File: src/rtl/conv_seq_ctrl.sv
// conv_seq_ctrl: sequencer for the 3x3x3 convolution PE array and its three line buffers.
// Accepts one weight beat, fills the three line buffers, then alternates one CALC cycle
// with one LOAD (row replace) step until every valid output row has been computed once.
//
// Ports:
//   clk, rst                   clock (rising edge), asynchronous active-high reset
//   start                      single-cycle layer request, honoured only in IDLE
//   weight_valid/weight_ready  weight beat handshake (ready only in WLOAD)
//   row_valid/row_ready        image row handshake (ready only in FILL and LOAD)
//   PE_en, PE_init_mode        PE array compute enable / weight-load mode
//   mem_wr_en                  one-hot line-buffer write select, qualified by row_valid
//   mem_rd_en                  line-buffer read enables (all three during CALC)
//   top_sel                    buffer holding the oldest kernel row
//   out_valid, out_row         PE result row valid and its index, PE_LAT after PE_en
//   busy, done                 layer in progress / one-cycle completion pulse
//
// Optional feature (macro CONV_SEQ_PERF_EN): adds perf_cycles and perf_stalls counters.
module conv_seq_ctrl #(
    parameter int unsigned IMG_H  = 32,
    parameter int unsigned K      = 3,
    parameter int unsigned PE_LAT = 4,
    parameter int unsigned CNT_W  = 6
) (
    input  logic             clk,
    input  logic             rst,
    input  logic             start,
    input  logic             weight_valid,
    output logic             weight_ready,
    input  logic             row_valid,
    output logic             row_ready,
    output logic             PE_en,
    output logic             PE_init_mode,
    output logic [2:0]       mem_wr_en,
    output logic [2:0]       mem_rd_en,
    output logic [1:0]       top_sel,
    output logic             out_valid,
    output logic [CNT_W-1:0] out_row,
    output logic             busy,
    output logic             done
`ifdef CONV_SEQ_PERF_EN
    ,
    output logic [15:0]      perf_cycles,
    output logic [15:0]      perf_stalls
`endif
);

    // Index of the last output row; the CALC carrying it leads to DRAIN.
    localparam logic [CNT_W-1:0] LastCalc  = CNT_W'(IMG_H - K);
    localparam logic [CNT_W-1:0] LastDrain = CNT_W'(PE_LAT - 1);

    typedef enum logic [2:0] {
        StIdle,
        StWload,
        StFill,
        StCalc,
        StLoad,
        StDrain
    } state_e;

    state_e           state_q, state_d;
    logic [1:0]       wr_ptr_q, wr_ptr_d;
    logic [1:0]       top_sel_q, top_sel_d;
    logic [CNT_W-1:0] calc_cnt_q, calc_cnt_d;
    logic [CNT_W-1:0] drain_cnt_q, drain_cnt_d;
    logic             done_q, done_d;
    logic [PE_LAT-1:0] pipe_vld_q;
    logic [CNT_W-1:0] pipe_row_q [PE_LAT];

    function automatic logic [1:0] inc3(input logic [1:0] p);
        return (p == 2'd2) ? 2'd0 : p + 2'd1;
    endfunction

    always_comb begin
        state_d      = state_q;
        wr_ptr_d     = wr_ptr_q;
        top_sel_d    = top_sel_q;
        calc_cnt_d   = calc_cnt_q;
        drain_cnt_d  = drain_cnt_q;
        done_d       = 1'b0;
        weight_ready = 1'b0;
        row_ready    = 1'b0;
        PE_en        = 1'b0;
        PE_init_mode = 1'b0;
        mem_wr_en    = 3'b000;
        mem_rd_en    = 3'b000;

        unique case (state_q)
            StIdle: begin
                if (start) begin
                    state_d     = StWload;
                    wr_ptr_d    = 2'd0;
                    top_sel_d   = 2'd0;
                    calc_cnt_d  = '0;
                    drain_cnt_d = '0;
                end
            end
            StWload: begin
                PE_init_mode = 1'b1;
                weight_ready = 1'b1;
                if (weight_valid) state_d = StFill;
            end
            StFill: begin
                row_ready = 1'b1;
                if (row_valid) begin
                    mem_wr_en = 3'b001 << wr_ptr_q;
                    wr_ptr_d  = inc3(wr_ptr_q);
                    if (wr_ptr_q == 2'd2) state_d = StCalc;
                end
            end
            StCalc: begin
                PE_en      = 1'b1;
                mem_rd_en  = 3'b111;
                calc_cnt_d = calc_cnt_q + CNT_W'(1);
                if (calc_cnt_q == LastCalc) begin
                    state_d     = StDrain;
                    drain_cnt_d = '0;
                end else begin
                    state_d = StLoad;
                end
            end
            StLoad: begin
                row_ready = 1'b1;
                if (row_valid) begin
                    // New row overwrites the oldest; the next-oldest becomes the top row.
                    mem_wr_en = 3'b001 << wr_ptr_q;
                    wr_ptr_d  = inc3(wr_ptr_q);
                    top_sel_d = inc3(wr_ptr_q);
                    state_d   = StCalc;
                end
            end
            StDrain: begin
                if (drain_cnt_q == LastDrain) begin
                    state_d = StIdle;
                    done_d  = 1'b1;
                end else begin
                    drain_cnt_d = drain_cnt_q + CNT_W'(1);
                end
            end
            default: state_d = StIdle;
        endcase
    end

    always_ff @(posedge clk or posedge rst) begin
        if (rst) begin
            state_q     <= StIdle;
            wr_ptr_q    <= 2'd0;
            top_sel_q   <= 2'd0;
            calc_cnt_q  <= '0;
            drain_cnt_q <= '0;
            done_q      <= 1'b0;
        end else begin
            state_q     <= state_d;
            wr_ptr_q    <= wr_ptr_d;
            top_sel_q   <= top_sel_d;
            calc_cnt_q  <= calc_cnt_d;
            drain_cnt_q <= drain_cnt_d;
            done_q      <= done_d;
        end
    end

    // PE latency model: compute enable and row index travel together.
    always_ff @(posedge clk or posedge rst) begin
        if (rst) begin
            pipe_vld_q <= '0;
            for (int i = 0; i < PE_LAT; i++) pipe_row_q[i] <= '0;
        end else begin
            pipe_vld_q[0] <= PE_en;
            pipe_row_q[0] <= calc_cnt_q;
            for (int i = 1; i < PE_LAT; i++) begin
                pipe_vld_q[i] <= pipe_vld_q[i-1];
                pipe_row_q[i] <= pipe_row_q[i-1];
            end
        end
    end

    assign top_sel   = top_sel_q;
    assign out_valid = pipe_vld_q[PE_LAT-1];
    assign out_row   = pipe_row_q[PE_LAT-1];
    assign busy      = (state_q != StIdle);
    assign done      = done_q;

`ifdef CONV_SEQ_PERF_EN
    logic stall_cycle;
    assign stall_cycle = ((state_q == StLoad) && !row_valid) ||
                         ((state_q == StWload) && !weight_valid);

    always_ff @(posedge clk or posedge rst) begin
        if (rst) begin
            perf_cycles <= 16'd0;
            perf_stalls <= 16'd0;
        end else if ((state_q == StIdle) && start) begin
            // The accepting cycle is counted as the first cycle of the layer.
            perf_cycles <= 16'd1;
            perf_stalls <= 16'd0;
        end else begin
            if (busy && (perf_cycles != 16'hFFFF)) perf_cycles <= perf_cycles + 16'd1;
            if (stall_cycle && (perf_stalls != 16'hFFFF)) perf_stalls <= perf_stalls + 16'd1;
        end
    end
`endif

endmodule

File: config.mk
export PLATFORM = sky130hd
export DESIGN_NAME = conv_seq_ctrl
export DESIGN_NICKNAME = d
export VERILOG_FILES = /design/src/rtl/conv_seq_ctrl.sv
export SDC_FILE = /design/constraint.sdc
export NUM_CORES = 1
export LEC_CHECK = 0
export ABC_AREA = 1
export BUFFER_PORTS_ARGS = -buffer_cell sky130_fd_sc_hd__buf_2
export CAP_MARGIN = 10
export CORE_UTILIZATION = 40
export CTS_BUF_LIST = sky130_fd_sc_hd__clkbuf_2 sky130_fd_sc_hd__clkbuf_4 sky130_fd_sc_hd__clkbuf_8
export DETAILED_ROUTE_END_ITERATION = 12
export PLACE_DENSITY = 0.64
export SKIP_CTS_REPAIR_TIMING = 1
export SYNTH_ARGS = -nofsm -noshare
export SYNTH_HDL_FRONTEND = slang
export SYNTH_SLANG_ARGS = --single-unit
File: constraint.sdc
create_clock -name clk -period 2.4 [get_ports clk]
set_clock_uncertainty 0.2 [all_clocks]
set_input_delay 0.36 -clock clk [delete_from_list [all_inputs] [get_ports clk]]
set_output_delay 0.36 -clock clk [all_outputs]
set_load 0.05 [all_outputs]
After elaboration in Yosys (flattened, before gate mapping)
Cells that the tools add are included.
Storage, ports and cells
  bits of input ports: 5
  output and inout port bits: 21
  flip-flop bits (word level): 48
  logic and storage cells: 70
Operators by class
  shifts and indexed selects: 1
  mux-type cells: 26
  reductions and logical operators: 12
  add/subtract/negate cells: 3
  equality and inequality tests: 17
Operators by type and width (number)
  3-bit 2-to-1 mux: 9
  6-bit 2-to-1 mux: 3
  3-bit one-hot mux with 6 select lines: 1
  6-bit one-hot mux with 3 select lines: 1
  2-bit inequality test (second input constant): 8
  6-bit by 1-bit adder with 6-bit output (second input constant): 2
  6-bit one-hot mux with 2 select lines: 1
  2-bit one-hot mux with 2 select lines: 2
  3-bit by 2-bit equality test with 1-bit output (second input constant): 2
  3-bit equality test (second input constant): 2
  6-bit by 2-bit equality test with 1-bit output (second input constant): 1
  6-bit by 5-bit equality test with 1-bit output (second input constant): 1
  1-bit 2-to-1 mux: 6
  2-bit 2-to-1 mux: 3
  3-bit AND reduction: 2
  6-bit AND reduction: 1
  2-bit nonzero test: 3
  3-bit nonzero test: 2
  4-bit AND reduction: 1
  3-bit by 1-bit equality test with 1-bit output (second input constant): 1
  3-bit logical NOT: 1
  1-bit by 2-bit left shift with 3-bit output (first input constant): 1
  2-bit by 1-bit adder with 2-bit output (second input constant): 1
  2-bit equality test (second input constant): 1
  other kinds (3): 3

Logic depth before layout (Yosys ltp)
Gate-level depths: netlist of the first run.
  word-level depth: 4
  depth in mapped cells: 9
  depth with buffers taken out: 9

Least setup slack after synthesis of the first run
No wires, ideal clock.
  kind: flip-flop to output port
  start: register state_q[1]
  end: output mem_wr_en[2]
  cell stages (with the launch flop): 6
  data required time: 1.840 ns
  setup slack: -0.282 ns
  buffers on the path: 0
  arrival time: 2.122 ns
  path through: dfrtp_1 -> nor2_2 -> nand2_1 -> nand2_2 -> inv_2 -> nor3_1
On the way
  word-level cells in the longest chain between the ends: 3
  elaborated cells between the ends (all ways): 4
  those cells by class: 2 x eq/ne; 1 x mux; 1 x reduce/logical
RTL lines
  start, declared: line 60  | state_e state_q, state_d;
  start signal, assigned: line 145  | state_q <= StIdle;
  start signal, assigned: line 152  | state_q <= state_d;
  3-bit equality test / 3-bit by 2-bit equality test with 1-bit output (equally long branches): line 87  | unique case (state_q)
  2-bit OR reduction (no line) *
  3-bit 2-to-1 mux *
  end, declared: line 33  | output logic [2:0] mem_wr_en,
Mark *: on every way between the ends. The rest lies on a longest branch, timed or not.

Final worst setup path of the first run
Ends and elaborated chain as after synthesis.

==> results.yml, run 1 <==
global_route:
  grt_pass1_wl_mm: 5.02
  grt_max_degree: 49
  overflow: 0
  antenna_found_initial: 0
  grt_pass1_vias: 1150
  grt_usage: 0.131
yosys:
  synth_simple_gate_area_frac: 0.219
  ys_types: 24
  syn_nets: 201
  synthMuxAreaShare: 0
  synth_seq_cells: 48
  synth_area_um2: 1930
  synth_top_family_by_area: "simple AND/OR/NAND/NOR gates"
  synth_warnings: 0
  synth_compound_area_frac: 0.0506
  synthAdderAreaFrac: 0.0195
  synthCells: 193
  synth_xor_area_frac: 0.00454
  seq_area_frac_synth: 0.623
  avgSynthCellArea_um2: 9.99
setup_path:
  cp.arrival_ps: 1650
  r2r_setup_slack_ps: 670
  critPathKind: "reg2out"
  endpoint_kind: "output port"
  startpoint_type: "register"
  path_max_fanout: 6
  critPathRequiredTime_ps: 1840
  r2r_start: "state_q[1]"
  crit_start: "state_q[1]"
power:
  ir_drop_mv: 0.773
  power.leakage_nw: 1.21
  power_density_nw_per_um2: 1280
layout:
  final_layout_size_suffix_gt1_frac: 0.249
  regArea_um2: 1200
  antenna_cells: 0
  fillers: 431
  stdcell_area_um2: 2170
  fin_nets: 224
  stdcell_count: 269
  areaGrowthSynthToFinish_pct: 12.7
  multi_input_area_um2: 571
die:
  fp.dieArea_um2: 5100
  die_h_um: 71.4
  initial_utilization: 0.428
  core_um2: 4500
  num_rows: 24
  num_io_pins: 26
  die_w_um: 71.4
cts:
  htreeDepth: 2
  cts_tree: "yes"
  cts_buffer_depth: 2
  cts-buffers-inserted: 5
  numClockSinks: 48
  worstSkewPairLatency_ps: 300
  clkTransAtPathRegs_ps: 90
  clockRootBuffer: "clkbuf_8"
min_path:
  hold_class: "in2async"
run_status:
  violations: "negative hold slack"
  status: "finished, violations left"
sta:
  finalCritPeriodShare: 0.919
  hold_viol: 2
  worstMarginPinSlew_ps: 577
  rsz0062_at_grt: "no"
  whs_ps: -0.459
  period_needed_ps: 2210
  timing.final.max_slew_violations: 0
  fmax_ghz: 0.453
  finalSetupTns_ps: 0
  slew_headroom: 0.615
  finalSetupViolations: 0
drt:
  wl_per_cell_um: 10.6
  routed_wl_mm: 2.86
  vias_per_cell: 4.51
  dr.pass1.iters: 4
  ant_nets: 0
  vias: 1214
  drt-initial-drc-count: 84
  drc_errors: 0
job:
  maxCapViolCount: 0
placed_design:
  place_inst: 261
  dp.final_hpwl_mm: 2.00
  place.gp.congestion: 0.747
  placed_area_um2: 2060
  port_buffers: 25
area by class of cell:
class                   instances  share of cell area
well taps                      52              0.0300
multi-input cells             112               0.263
repair buffers                 26              0.0611
inverters                      23              0.0397
flip-flops and latches         48               0.553
clock inverters                 3              0.0219
clock buffers                   5              0.0317
metal layers:
metal | wire length, µm | up-vias | global-route usage
met5 | 0 | - | 0
met4 | 47 | 0 | 0.0667
met3 | 110 | 5 | 0.0338
met2 | 1240 | 23 | 0.198
met1 | 1460 | 541 | 0.177
li1 | - | 645 | -
sequential cells by signal, summed over array words and instances, names as in the netlist:
register,cells
calc_cnt_q,6
done,1
drain_cnt_q,6
out_row,6
pipe_row_q,18
pipe_vld_q,4
state_q,3
top_sel,2
wr_ptr_q,2
kinds of logic (layout without fill, tap and decap cells):
| family | Yosys count | in the layout |
|---|---|---|
| AO/OA/AOI/OAI | 16 | 16 |
| XOR/XNOR | 1 | 1 |
| adder cells (fa/ha/maj) | 3 | 3 |
| buffers and inverters | 33 | 57 |
| flip-flops | 48 | 48 |
| AND/OR/NAND/NOR | 92 | 92 |
final timing paths:
kind / cells after the start / end
min in group clk: 0 / pipe_row_q[17]
max: 6 / mem_wr_en[2]
max reg2reg: 7 / drain_cnt_q[0]
min: 3 / pipe_vld_q[3]
max in group asynchronous: 3 / out_row[5]
min reg2reg: 0 / pipe_row_q[17]
layout by cell type, fill, tap and decap left out, drive strengths merged:
master	n
nand2	49
dfrtp	48
buf	26
inv	23
nand3	19
nor2	19
o21ai	9
clkbuf	5
a21oi	4
ha	3
nand3b	2
clkinv	2
or2	1
nor3b	1
xor2	1
nor3	1
o22ai	1
o31ai	1
a21o	1
bufinv	1
report_power, final:
| group | total (mW) | switching [mW] | internal [mW] | leakage, nW |
|---|---|---|---|---|
| Combinational | 1.07 | 0.812 | 0.259 | 0.503 |
| Clock | 0.581 | 0.268 | 0.314 | 0.0583 |
| Sequential | 1.13 | 0.121 | 1.01 | 0.647 |
| Total | 2.78 | 1.20 | 1.58 | 1.21 |
synth_stat cells:
cell      number  area share
nand2_1       45       0.088
a21o_1         1      0.0039
ha_1           3       0.019
nor3b_1        1      0.0039
inv_2          5      0.0097
nand3_1       18       0.047
o31ai_1        1      0.0039
nor2_1        12       0.023
or2_1          1      0.0032
dfrtp_1       48        0.62
o21ai_0        1      0.0026
o21ai_1        8       0.021
a21oi_4        1      0.0084
nand2_4        1      0.0058
inv_1         18       0.035
xor2_1         1      0.0045
nor2_2         7       0.023
nor3_1         1      0.0026
buf_4         10       0.039
nand3_2        1      0.0052
nand2_2        3      0.0097
o22ai_1        1      0.0032
a21oi_1        3      0.0078
nand3b_1       2      0.0078
metrics by stage:
stage	setup WS (ps)	total power [mW]	hold WS [ps]	util
2_1_floorplan	145	2.06	131	-
3_3_place_gp	561	2.22	132	0.456
3_5_place_dp	527	2.22	135	0.456
4_1_cts	185	2.81	15.4	0.482
5_1_grt	38.7	2.97	57.8	0.482
6_report	195	2.78	-0.459	0.482
worst max-delay path, stage by stage (launching register included):
cell and delay [ps]:
dfrtp_1 460, nor2_2 180, nand2_1 120, nand2_2 160, inv_2 70, nor3_2 90
buf_2 270
No activity file was read; power rests on OpenSTA's default activity.
==> inputs of run 2 (changes only) <==
Settings changed: ABC_AREA 1 to unset, CTS_CLUSTER_SIZE set to 10.
==> run 2 against run 1 <==
  * The flow still finishes with violations (negative hold slack)
  * Area after synthesis increased by 1.5%
  * Combinational power about the same
  * Worst hold slack got worse by 8.5 ps
  * Clock-buffer cell count unchanged
  * Sequential power decreased by 6%
  * Die area increased by 1.4%
  * Routed wire length increased by 21%
  * Flip-flop and latch count unchanged
  * Global-route usage increased by 1.3 points
  * Synthesized cell count decreased by 14%
  * Worst setup slack got worse by 100 ps
==> results.yml, run 2 <==
placed_design:
  dp.final_hpwl_mm: 2.28
  placed_area_um2: 2100
  place_inst: 247
  place.gp.congestion: 0.863
  dp_worst_setup_slack_ps: 374
  port_buffers: 25
die:
  num_io_pins: 26
  initial_utilization: 0.414
  core_um2: 4720
  die_h_um: 71.9
  fp.dieArea_um2: 5180
  die_w_um: 71.9
  num_rows: 25
sta:
  slew_headroom: 0.616
  rsz0062_at_grt: "no"
  finalSetupViolations: 0
  fmax_ghz: 0.433
  period_needed_ps: 2310
  whs_ps: -8.97
  finalCritPeriodShare: 0.962
  worstMarginPinSlew_ps: 577
  finalSetupTns_ps: 0
  hold_viol: 16
  timing.final.max_slew_violations: 0
  fin_ws_ps: 90.1
cts:
  clkTransAtPathRegs_ps: 90
  htreeDepth: 2
  cts_buffer_depth: 2
  worstSkewPairLatency_ps: 300
  numClockSinks: 48
  cts-buffers-inserted: 5
  cts_tree: "yes"
  clockRootBuffer: "clkbuf_8"
drt:
  ant_nets: 0
  vias: 1289
  drt-initial-drc-count: 104
  wl_per_cell_um: 13.5
  vias_per_cell: 5.05
  routed_wl_mm: 3.44
  dr.pass1.iters: 4
  drc_errors: 0
layout:
  antenna_cells: 0
  layout_common_cells: "48 x dfrtp_1, 24 x buf_2, 13 x o21ai_0, 11 x nand2_1"
  areaGrowthSynthToFinish_pct: 13.3
  layout.cells.most_common: "dfrtp_1"
  stdcell_count: 255
  largest_reg_flops: 18
  top_register: "pipe_row_q"
  fin_nets: 195
  final_layout_size_suffix_gt1_frac: 0.245
  stdcell_area_um2: 2220
  fillers: 435
  final_util: 0.469
global_route:
  grt_pass1_vias: 1220
  met2_usage: 0.229
  grt_pass1_wl_mm: 5.67
  met3_usage: 0.0431
  antenna_found_initial: 0
  busiest_layer: "met2"
  overflow: 0
  grt_max_degree: 49
  use_met1: 0.185
  grt_usage: 0.145
setup_path:
  r2r_cells: 6
  cp.arrival_ps: 1750
  startpoint_type: "register"
  crit_buf_inv: 1
  critPathTopFamily: "simple AND/OR/NAND/NOR gates"
  worst-path-stages: 5
  cpPeakStageDelay_ps: 430
  path_max_fanout: 3
  critPathRequiredTime_ps: 1840
  endpoint_kind: "output port"
  path_cells: "xnor2_1 -> or3b_1 -> nor2_2 -> and2_1 -> buf_4"
  critPathKind: "reg2out"
  slowest_stage: "or3b_1"
yosys:
  synthCells: 166
  synthArstFlopShare: 1.00
  yosys-top-cells-area: "dfrtp_1 61%, buf_4 4.6%, o21ai_0 3.3%"
  synth_top_area_cell: "dfrtp_1"
  synth_area_um2: 1960
  yosysTopAreaCellShare: 0.614
  syn_nets: 174
  synth_edf_count: 0
  avgSynthCellArea_um2: 11.8
  yosysMostFrequentCell: "dfrtp_1"
  seq_area_frac_synth: 0.614
  synth_warnings: 0
  synth-main-ff-cell: "dfrtp_1"
  synth_seq_cells: 48
  synth.top_cells.by_count: "48 x dfrtp_1, 13 x o21ai_0, 12 x buf_4"
  ys_types: 44
power:
  power.leakage_nw: 1.12
  p_total_mw: 2.73
  power_density_nw_per_um2: 1230
  ir_drop_mv: 0.514
run_status:
  status: "finished, violations left"
  violations: "negative hold slack"
min_path:
  hold_class: "in2async"
job:
  maxCapViolCount: 0
run 2: path summary, 6_finish.rpt:
check                                from        endpoint  slack [ps]
max                            state_q[1]    mem_wr_en[1]          90
min                                   rst  drain_cnt_q[4]          -9
max reg2reg                    state_q[2]  drain_cnt_q[5]         360
min reg2reg                pipe_row_q[20]  pipe_row_q[14]         150
max in group asynchronous             rst  pipe_row_q[22]        1620
min in group clk           pipe_row_q[20]  pipe_row_q[14]         150
run 2: per-layer routing:
metal | vias to the layer above | share of wire
met2 | 36 | 0.49
li1 | 611 | -
met5 | - | 0
met3 | 4 | 0.042
met1 | 638 | 0.45
met4 | 0 | 0.013
run 2: power by group:
| part | internal [mW] | switching [mW] | leakage, nW | total, mW |
|---|---|---|---|---|
| clock | 0.314 | 0.279 | 0.0548 | 0.593 |
| combinational | 0.310 | 0.771 | 0.407 | 1.08 |
| sequential | 0.956 | 0.101 | 0.657 | 1.06 |
run 2: cell type report:
type / count / area (µm²) / share of cell area
clock buffer: 5 / 68.8 / 0.0310
clock inverter: 3 / 46.3 / 0.0209
inverter: 8 / 31.3 / 0.0141
multi-input combinational: 95 / 628 / 0.283
sequential: 48 / 1200 / 0.542
tap: 67 / 83.8 / 0.0378
timing repair buffer: 29 / 158 / 0.0711
run 2: cells by family after synthesis:
family | after synthesis | share of synthesized area
multiplexers | 2 | 0.0109
flip-flops | 48 | 0.614
XOR/XNOR | 4 | 0.0179
buffers and inverters | 23 | 0.0691
AO/OA/AOI/OAI | 37 | 0.129
adder cells (fa/ha/maj) | 3 | 0.0192
AND/OR/NAND/NOR | 49 | 0.141
run 2: worst register-to-register path, stage by stage, from the launching register on:
cell	delay (ps)
dfrtp_1	410
buf_4	200
nand3b_2	290
clkinv_2	150
nand4b_1	140
o211a_2	190
a221o_1	350
